### src/rtl/p_div_if.sv
// Request/response bundle for the packed-lane divider.
// The requester drives the operands and holds valid; the divider answers
// with a one-cycle ready pulse that qualifies result.
interface p_div_if;
    logic        valid;
    logic        ready;
    logic        div;
    logic [4:0]  pw;
    logic [31:0] crs1;
    logic [31:0] crs2;
    logic [31:0] result;

    modport master (
        output valid,
        output div,
        output pw,
        output crs1,
        output crs2,
        input  ready,
        input  result
    );

    modport slave (
        input  valid,
        input  div,
        input  pw,
        input  crs1,
        input  crs2,
        output ready,
        output result
    );
endinterface

### src/rtl/p_div.sv
// Packed-lane unsigned restoring divider.
// The 32-bit operands are split into independent lanes of 32, 16, 8, 4 or 2
// bits (one-hot pw). Every lane retires one quotient bit per cycle, so an
// operation takes W steps regardless of how many lanes are active.
module p_div (
    input  logic     clock,
    input  logic     reset,
    p_div_if.slave   bus
);

    typedef enum logic [1:0] {
        IDLE = 2'd0,
        RUN  = 2'd1,
        DONE = 2'd2
    } state_t;

    state_t      state_reg;
    state_t      state_next;

    // q_reg holds the dividend and shifts quotient bits in at the bottom;
    // r_reg holds the partial remainders, d_reg the divisors.
    logic [31:0] q_reg;
    logic [31:0] r_reg;
    logic [31:0] d_reg;
    logic [4:0]  pw_reg;
    logic        div_reg;
    logic [4:0]  cnt_reg;

    logic        pw_legal;
    logic        last_step;
    logic [2:0]  width_sel;

    // One candidate next-step value per supported lane width.
    logic [4:0][31:0] step_q;
    logic [4:0][31:0] step_r;

    // A lane width is legal only when exactly one pw bit is set.
    assign pw_legal = (bus.pw != 5'd0) && ((bus.pw & (bus.pw - 5'd1)) == 5'd0);

    // Lane datapath: for width index gi the lane width is 32 >> gi. The
    // subtraction is two bits wider than the lane so that a set MSB in
    // {R, dividend MSB} is never confused with a borrow (matters for a zero
    // divisor, where the remainder accumulates the whole dividend).
    genvar gi, gj;
    generate
        for (gi = 0; gi < 5; gi++) begin : g_width
            localparam int W  = 32 >> gi;
            localparam int NL = 32 / W;
            for (gj = 0; gj < NL; gj++) begin : g_lane
                logic [W:0]   r_shift;
                logic [W+1:0] diff;
                logic         borrow;

                assign r_shift = {r_reg[gj*W +: W], q_reg[gj*W + W - 1]};
                assign diff    = {1'b0, r_shift} - {2'b00, d_reg[gj*W +: W]};
                assign borrow  = diff[W+1];

                assign step_r[gi][gj*W +: W] = borrow ? r_shift[W-1:0] : diff[W-1:0];
                assign step_q[gi][gj*W +: W] = {q_reg[gj*W +: W-1], ~borrow};
            end
        end
    endgenerate

    // Map the captured one-hot width to a step-array index and its final count.
    always_comb begin
        width_sel = 3'd0;
        last_step = 1'b1;
        case (pw_reg)
            5'b00001: begin width_sel = 3'd0; last_step = (cnt_reg == 5'd31); end
            5'b00010: begin width_sel = 3'd1; last_step = (cnt_reg == 5'd15); end
            5'b00100: begin width_sel = 3'd2; last_step = (cnt_reg == 5'd7);  end
            5'b01000: begin width_sel = 3'd3; last_step = (cnt_reg == 5'd3);  end
            5'b10000: begin width_sel = 3'd4; last_step = (cnt_reg == 5'd1);  end
            default:  begin width_sel = 3'd0; last_step = 1'b1;               end
        endcase
    end

    // State register; reset wins over everything else.
    always_ff @(posedge clock) begin
        if (reset) begin
            state_reg <= IDLE;
        end else begin
            state_reg <= state_next;
        end
    end

    // Next-state logic; dropping valid outside IDLE aborts the operation.
    always_comb begin
        state_next = state_reg;
        case (state_reg)
            IDLE: begin
                if (bus.valid) begin
                    state_next = pw_legal ? RUN : DONE;
                end
            end
            RUN: begin
                if (!bus.valid) begin
                    state_next = IDLE;
                end else if (last_step) begin
                    state_next = DONE;
                end
            end
            DONE: begin
                state_next = IDLE;
            end
            default: begin
                state_next = IDLE;
            end
        endcase
    end

    // Outputs: the completion pulse is suppressed when the request was
    // withdrawn in the DONE cycle, and result is forced to zero otherwise.
    always_comb begin
        bus.ready  = 1'b0;
        bus.result = 32'd0;
        if ((state_reg == DONE) && bus.valid) begin
            bus.ready  = 1'b1;
            bus.result = div_reg ? q_reg : r_reg;
        end
    end

    // Datapath registers: capture in IDLE, step in RUN, clear on abort/exit.
    // An illegal width captures zeros so the DONE cycle reports result 0.
    always_ff @(posedge clock) begin
        if (reset) begin
            q_reg   <= 32'd0;
            r_reg   <= 32'd0;
            d_reg   <= 32'd0;
            pw_reg  <= 5'd0;
            div_reg <= 1'b0;
            cnt_reg <= 5'd0;
        end else begin
            case (state_reg)
                IDLE: begin
                    if (bus.valid) begin
                        r_reg   <= 32'd0;
                        cnt_reg <= 5'd0;
                        if (pw_legal) begin
                            q_reg   <= bus.crs1;
                            d_reg   <= bus.crs2;
                            pw_reg  <= bus.pw;
                            div_reg <= bus.div;
                        end else begin
                            q_reg   <= 32'd0;
                            d_reg   <= 32'd0;
                            pw_reg  <= 5'd0;
                            div_reg <= 1'b0;
                        end
                    end
                end
                RUN: begin
                    if (!bus.valid) begin
                        q_reg   <= 32'd0;
                        r_reg   <= 32'd0;
                        d_reg   <= 32'd0;
                        pw_reg  <= 5'd0;
                        div_reg <= 1'b0;
                        cnt_reg <= 5'd0;
                    end else begin
                        q_reg   <= step_q[width_sel];
                        r_reg   <= step_r[width_sel];
                        cnt_reg <= cnt_reg + 5'd1;
                    end
                end
                default: begin
                    q_reg   <= 32'd0;
                    r_reg   <= 32'd0;
                    d_reg   <= 32'd0;
                    pw_reg  <= 5'd0;
                    div_reg <= 1'b0;
                    cnt_reg <= 5'd0;
                end
            endcase
        end
    end

endmodule

### src/flat_wrapper.sv
// flat-port wrapper written by rule: the top's interface ports become plain ports
module p_div_flat 
  (clock, reset, bus_valid, bus_div, bus_pw, bus_crs1, bus_crs2, bus_ready, bus_result);
  p_div_if bus_i ();
  input  logic clock;
  input  logic reset;
  input wire logic [$bits(bus_i.valid)-1:0] bus_valid;
  input wire logic [$bits(bus_i.div)-1:0] bus_div;
  input wire logic [$bits(bus_i.pw)-1:0] bus_pw;
  input wire logic [$bits(bus_i.crs1)-1:0] bus_crs1;
  input wire logic [$bits(bus_i.crs2)-1:0] bus_crs2;
  output wire logic [$bits(bus_i.ready)-1:0] bus_ready;
  output wire logic [$bits(bus_i.result)-1:0] bus_result;
  assign bus_i.valid = bus_valid;
  assign bus_i.div = bus_div;
  assign bus_i.pw = bus_pw;
  assign bus_i.crs1 = bus_crs1;
  assign bus_i.crs2 = bus_crs2;
  assign bus_ready = bus_i.ready;
  assign bus_result = bus_i.result;
  p_div u_core (.clock(clock), .reset(reset), .bus(bus_i));
endmodule
### config.mk
export PLATFORM = sky130hd
export DESIGN_NAME = p_div_flat
export DESIGN_NICKNAME = d
export VERILOG_FILES = /design/src/rtl/p_div_if.sv /design/src/rtl/p_div.sv /design/src/flat_wrapper.sv
export SDC_FILE = /design/constraint.sdc
export NUM_CORES = 1
export LEC_CHECK = 0
export BUFFER_PORTS_ARGS = -buffer_cell sky130_fd_sc_hd__buf_2
export CAP_MARGIN = 20
export CORE_MARGIN = 1.5
export CORE_UTILIZATION = 45
export DETAILED_ROUTE_END_ITERATION = 8
export GPL_TIMING_DRIVEN = 0
export HOLD_SLACK_MARGIN = 0.05
export SYNTH_ARGS = -nofsm -noshare
export SYNTH_HDL_FRONTEND = slang
export SYNTH_SLANG_ARGS = --single-unit
export TNS_END_PERCENT = 100
### constraint.sdc
create_clock -name clock -period 7.19 [get_ports clock]
set_input_delay 0 -clock clock [delete_from_list [all_inputs] [get_ports clock]]
set_output_delay 0 -clock clock [all_outputs]
set_load 0.02 [all_outputs]
==> results.txt, run 1 <==
Total number of vias: 14150
FF+latch count, synth: 109
Wire per inst: 26.6 um
Clk slew on worst S/H paths: 0.08 ns
Crit. End Element: flip-flop
H-tree depth: 3
HP Class: input pin to flip-flop
Die H: 163 um
Global route hottest layer: met2
Final setup fails: 0
Setup Skew: 0.0116 ns
Share of layout cells above drive strength 1: 10.1%
Worst vdd ir: 0.136 mV
Total track usage: 42.8%
Met3 usage: 10.2%
First-pass GRT wire length: 83400 um
Netlist cell types: 89
Rel. slew slack: 14.0%
Ant diodes: 0
Cell Area, Synth: 0.0115 mm2
Critical path data required time: 7.48 ns
IO Port Bufs: 105
Post-route DRC: 0
Layout Utilization: 53.2%
Initial Util: 45.7%
Num Clock Sinks: 109
Placement Cell Area: 0.0124 mm2
GRT overflow: 0
Post-CTS Setup Repair Bufs: 0
Final cycle utilization of the critical path: 60.4%
Cells after synthesis: 1638
Drt via density: 6.57
Die Area: 0.0265 mm2
Crit path kind: flip-flop to flip-flop
Yosys warnings: 0
Setup total negative slack: 0 ns
MaxCap Viol Count: 0
Leak pwr: 0.00532 uW
Period minus WS final: 4.34 ns
Placeable core region: 0.0251 mm2
Fillcell total: 2624
Fmax: 230 MHz
Worst setup SP type: flip-flop
First-pass DRT Iterations: 6
Post-Syn Nets: 1789
RSZ-0062 raised after global routing: no
PnR Total Power: 2620 uW
Worst slew pin tran: 1.29 ns
RePlAce Congestion: 0.985
Largest net degree at the start of global routing: 18
Final net count: 1971
Sequential cell area fraction in the yosys report: 19.0%
Clk_lat worst skew: 0.37 ns
CTS Buffer Depth: 2
Ports: 106
Pwr Density: 196 mW/mm2
Synth area leader: dfxtp_1
Antenna violations before repair: 1
Min-delay src: bus_crs1[19]
CP Data Arrival Time: 4.64 ns
Register area: 0.00218 mm2
Antenna viol nets, final: 0
CTS tree: built
Vias in the first global route: 13296
Routed WL: 57300 um
Fin. Hold Viols: 0
Mean Syn Cell Area: 7.01 um2
Clock root buffer: clkbuf_16
Pins over their slew limit: 0
Area grow syn2layout: 16.3%
Die width: 163 um
Synth top area share: 19.0%
EDFF count, synth: 0
GR Util met1: 52.0%
Post-layout instance area: 0.0134 mm2
Synth Flop Type: dfxtp_1
Synth top area cells: dfxtp_1, a21oi_1, ha_1
Rows: 58
Maximum fanout along the worst path: 8
Run status: finished, final reports clean
Drt initial violations: 1746
DP Wirelength: 41700 um
Critical path launch point: u_core.state_reg[0]$_SDFFE_PP0P_
TritonCTS buffer count: 9
FFs w/ async S/R, synth: 0%
FF-to-FF Start: u_core.state_reg[0]$_SDFFE_PP0P_
Global routing usage on met2: 66.4%
Multi-input gate area: 0.00847 mm2
[final timing paths]
check | end | slack (ns) | depth (start not counted)
setup / recovery | u_core.r_reg[2]$_SDFFE_PP0P_ | 2.85 | 7
hold / removal | u_core.q_reg[19]$_SDFFE_PP0P_ | 0.06 | 3
setup reg to reg | u_core.r_reg[2]$_SDFFE_PP0P_ | 2.85 | 7
hold reg to reg | u_core.d_reg[25]$_SDFFE_PP0P_ | 0.46 | 2
[final cells by class]
cell class                 instances  share of cell area (%)
multi-input combinational       1324                    63.5
inverter                          84                    2.36
tap                              330                    3.09
timing repair buffer             171                    8.85
buffer                           121                    3.88
clock inverter                     5                   0.281
clock buffer                      11                    1.74
sequential                       109                    16.3
[synthesized netlist by cell type, drive strengths merged (4+ instances only)]
cell type and n:
a21oi 182, nor2 173, nand2 166, o21ai 125, dfxtp 109, clkbuf 92
inv 83, ha 63, nand3 59, a211oi 55, nor3 46, mux2i 44
a21o 37, a221oi 36, xnor2 31, buf 29, a31oi 22, o211ai 22
o221ai 17, xor2 16, fa 15, nand2b 14, o31ai 14, o21bai 13
o22ai 13, and2 12, nor2b 12, nand4 11, or3 8, a21boi 7
o21a 7, a22o 6, a22oi 6, and3 6, nand3b 6, o41ai 6
nor3b 5, nor4 5, o221a 5, or2 5, a2111oi 4, a211o 4
a311oi 4
[cell families after synthesis]
family | count (synthesis) | share of synthesized area [%]
simple gates | 538 | 21.4
mux | 46 | 4.03
xor+xnor | 47 | 3.58
fa+ha+maj | 78 | 9.48
flops | 109 | 19.0
buf+inv | 205 | 7.25
compound gates | 615 | 35.3
[metrics by stage]
stage | std cells | setup slack [ns] | hold WS [ns]
after global placement | 2073 | 2.98 | 0.255
after detailed placement | 2074 | 3.07 | 0.261
final | 2155 | 2.85 | 0.0635
after floorplan | 1638 | 4.31 | 0.152
after global routing | 2155 | 2.84 | 0.0740
after CTS | 2154 | 3.04 | 0.0508
[where the power goes]
group	switching (uW)	leakage [uW]	internal (uW)
sequential	34.9	0.000887	631
clock	274	0.000126	238
combinational	941	0.00430	498
total	1250	0.00532	1370
[worst max-delay path: stages, from the launching register on]
cell and delay (ns):
dfxtp_1 0.32, clkbuf_1 0.24, nand3b_1 0.44, nor2_1 1.08, nand2_1 0.58, nor2_1 0.99
o2111ai_1 0.35, o211ai_1 0.25
[routing by layer]
metal	part of all wire [%]	vias up
met5	0	-
met4	7.4	0
met3	9.9	208
met2	44	820
met1	39	6750
li1	-	6372
[cells in the final DEF, fill, tap and decap left out, types with 13 or more instances in the layout]
master / n
mux2i_1: 44
inv_1: 83
clkbuf_1: 93
a221oi_1: 35
nand2b_1: 14
ha_1: 63
a21o_1: 37
o221ai_1: 17
o21bai_1: 13
o211ai_1: 22
fa_1: 15
nand3_1: 59
xor2_1: 16
nor2_1: 169
a31oi_1: 21
o21ai_1: 15
dlygate4sd3_1: 64
a21oi_1: 179
dfxtp_1: 109
nor3_1: 46
xnor2_1: 31
o22ai_1: 13
a211oi_1: 55
o21ai_0: 108
buf_2: 123
nand2_1: 164
[what timing repair did]
item | CTS | global route
endpoints found under the setup margin | 0 | 0
hold buffers | 64 | 0
resized for setup | 0 | 0
endpoints found under the hold margin | 64 | 0
Power figures use the tool's default switching activity.
==> run 2: changes to the inputs <==
Clock period 7.19 ns to 4 ns, I/O delays scaled along.
==> run 2 against run 1 <==
  * Sequential power up 80%
  * Clock power rose by 80%
  * Maximum frequency rose by 9.5%
  * Sequential cell count did not move
  * Clock skew up 0.00063 ns
  * Global-route usage stayed put
  * Final cell count barely moved
  * First-iteration DRC count increased by 9.9%
  * Final area is essentially flat
  * Sequential share of layout area about the same
  * Total power increased by 80%
  * Largest power group unchanged
  * Highest routed layer unchanged
==> results.txt, run 2 (synthesis gave the netlist of run 1 again) <==
Leak pwr: 0.00532 uW
Vias in the first global route: 13296
Internal cell power: 2460 uW
Crit path kind: flip-flop to flip-flop
Layout Cells excl Fill: 2154
Largest stage delay on the critical path: 0.67 ns
Largest net degree at the start of global routing: 18
Pins over their slew limit: 0
Area grow syn2layout: 16.4%
Worst vdd ir: 0.247 mV
CTS tree: built
Sequential Power Share: 25.4%
HP Class: input pin to flip-flop
Clk_lat worst skew: 0.37 ns
H-tree depth: 3
Critical-path cell list: ha_1 > a21oi_1 > o21ai_1 > a221oi_2 > o32a_2 > and2_4 > clkbuf_1 > o221ai_1 > a21oi_1 > a21oi_1 > o31ai_1
TritonCTS buffer count: 9
Wire per inst: 26.5 um
Drt initial violations: 1919
Placeable core region: 0.0251 mm2
Fin. Hold Viols: 0
Reported net switching power: 2250 uW
Switch share: 47.7%
MaxCap Viol Count: 0
Share of layout cells above drive strength 1: 10.3%
GRT overflow: 0
First-pass DRT Iterations: 8
Pwr Density: 352 mW/mm2
Setup total negative slack: 0 ns
Drt via density: 6.51
Total track usage: 42.8%
Maximum fanout along the worst path: 10
Clk pwr share: 19.5%
RSZ-0062 raised after global routing: no
Antenna violations before repair: 1
Clock root buffer: clkbuf_16
Post-Place Cells: 2074
Commonest cells after routing, fill and taps aside: a21oi_1, nor2_1, nand2_1
Routed WL: 57200 um
Fillcell total: 2623
DP Wirelength: 41700 um
Die Area: 0.0265 mm2
Commonest non-fill, non-tap cell in the layout: a21oi_1
Post-route setup slack: 0.0332 ns
Die H: 163 um
Worst setup SP type: flip-flop
Pre-CTS setup slack: -0.120 ns
Final cycle utilization of the critical path: 99.2%
CTS Buffer Depth: 2
IO Port Bufs: 105
Critical path data required time: 4.27 ns
Ant diodes: 0
Fmax: 252 MHz
Final setup fails: 0
Ports: 106
Die width: 163 um
Antenna viol nets, final: 0
Combinational power share: 55.0%
Worst slew pin tran: 1.25 ns
Most frequent CP cell: a21oi_1
Clk slew on worst S/H paths: 0.09 ns
Crit. End Element: flip-flop
Layout Utilization: 53.2%
CP max-delay cell: clkbuf_1
RePlAce Congestion: 0.985
Total number of vias: 14031
Num Clock Sinks: 109
Period minus WS final: 3.97 ns
Setup Skew: 0.0123 ns
Final net count: 1970
Run status: finished, final reports clean
Post-CTS Setup Repair Bufs: 0
Rel. slew slack: 16.6%
Initial Util: 45.7%
First-pass GRT wire length: 83400 um
CP Data Arrival Time: 4.24 ns
Post-route DRC: 0
Rows: 58
==> run 2: changes by cell type in the layout (fill, tap and decap cells not counted), sizes merged <==
cell,delta
clkbuf,-1
clkdlybuf4s15,+1
buf,-1
==> run 2: worst paths after layout <==
| check | cells after the start | slack (ns) | startpoint | endpoint |
|---|---|---|---|---|
| max reg2reg | 11 | 0.03 | u_core.r_reg[9]$_SDFFE_PP0P_ | u_core.r_reg[21]$_SDFFE_PP0P_ |
| min reg2reg | 2 | 0.46 | u_core.d_reg[25]$_SDFFE_PP0P_ | u_core.d_reg[25]$_SDFFE_PP0P_ |
| min | 3 | 0.06 | bus_crs1[11] | u_core.q_reg[11]$_SDFFE_PP0P_ |
| max | 11 | 0.03 | u_core.r_reg[9]$_SDFFE_PP0P_ | u_core.r_reg[21]$_SDFFE_PP0P_ |
==> run 2: cell type report <==
cell class              count  area [um2]  share of cell area [%]
clock inverters             5        37.5                   0.281
well taps                 330         413                    3.09
multi-input cells        1324        8490                    63.5
repair buffers            170        1170                    8.76
clock buffers              11         233                    1.74
plain buffers             121         526                    3.93
inverters                  84         315                    2.36
flip-flops and latches    109        2180                    16.3
==> run 2: critical path: cells and delay by family, from the launching register on <==
kind | cells | cell delay [ns]
AOI/OAI and AO/OA | 8 | 2.08
buffers and inverters | 1 | 0.67
DFF | 1 | 0.55
adders and majority gates | 1 | 0.35
and+or+nand+nor | 1 | 0.20
==> run 2: power by group through the flow <==
stage | clock network (uW) | logic, uW | registers [uW]
after global placement | 0 | 2420 | 1220
after CTS | 919 | 2490 | 1190
final | 920 | 2590 | 1200
after floorplan | 0 | 1680 | 1190
after global routing | 943 | 2750 | 1200
after detailed placement | 0 | 2430 | 1220
==> run 2: repair_timing <==
action	in CTS	in global routing
hold endpoints to repair	64	0
hold buffers	64	0
endpoints found under the setup margin	1	11
resized for setup	1	7
==> run 2: per-stage QoR <==
step | total power, uW | cell area, um2 | hold slack, ns
2_1_floorplan | 2870 | 11500 | 0.152
3_3_place_gp | 3640 | 12400 | 0.255
3_5_place_dp | 3650 | 12400 | 0.261
4_1_cts | 4600 | 13300 | 0.0508
5_1_grt | 4900 | 13400 | 0.0740
6_report | 4710 | 13400 | 0.0592
==> run 2: metal layers <==
layer,routed length (um),vias to the layer above,track usage (%)
met5,0,-,0
met4,4200,0,29.8
met3,5860,200,10.2
met2,25000,838,66.4
met1,22200,6616,52.0
li1,-,6377,-
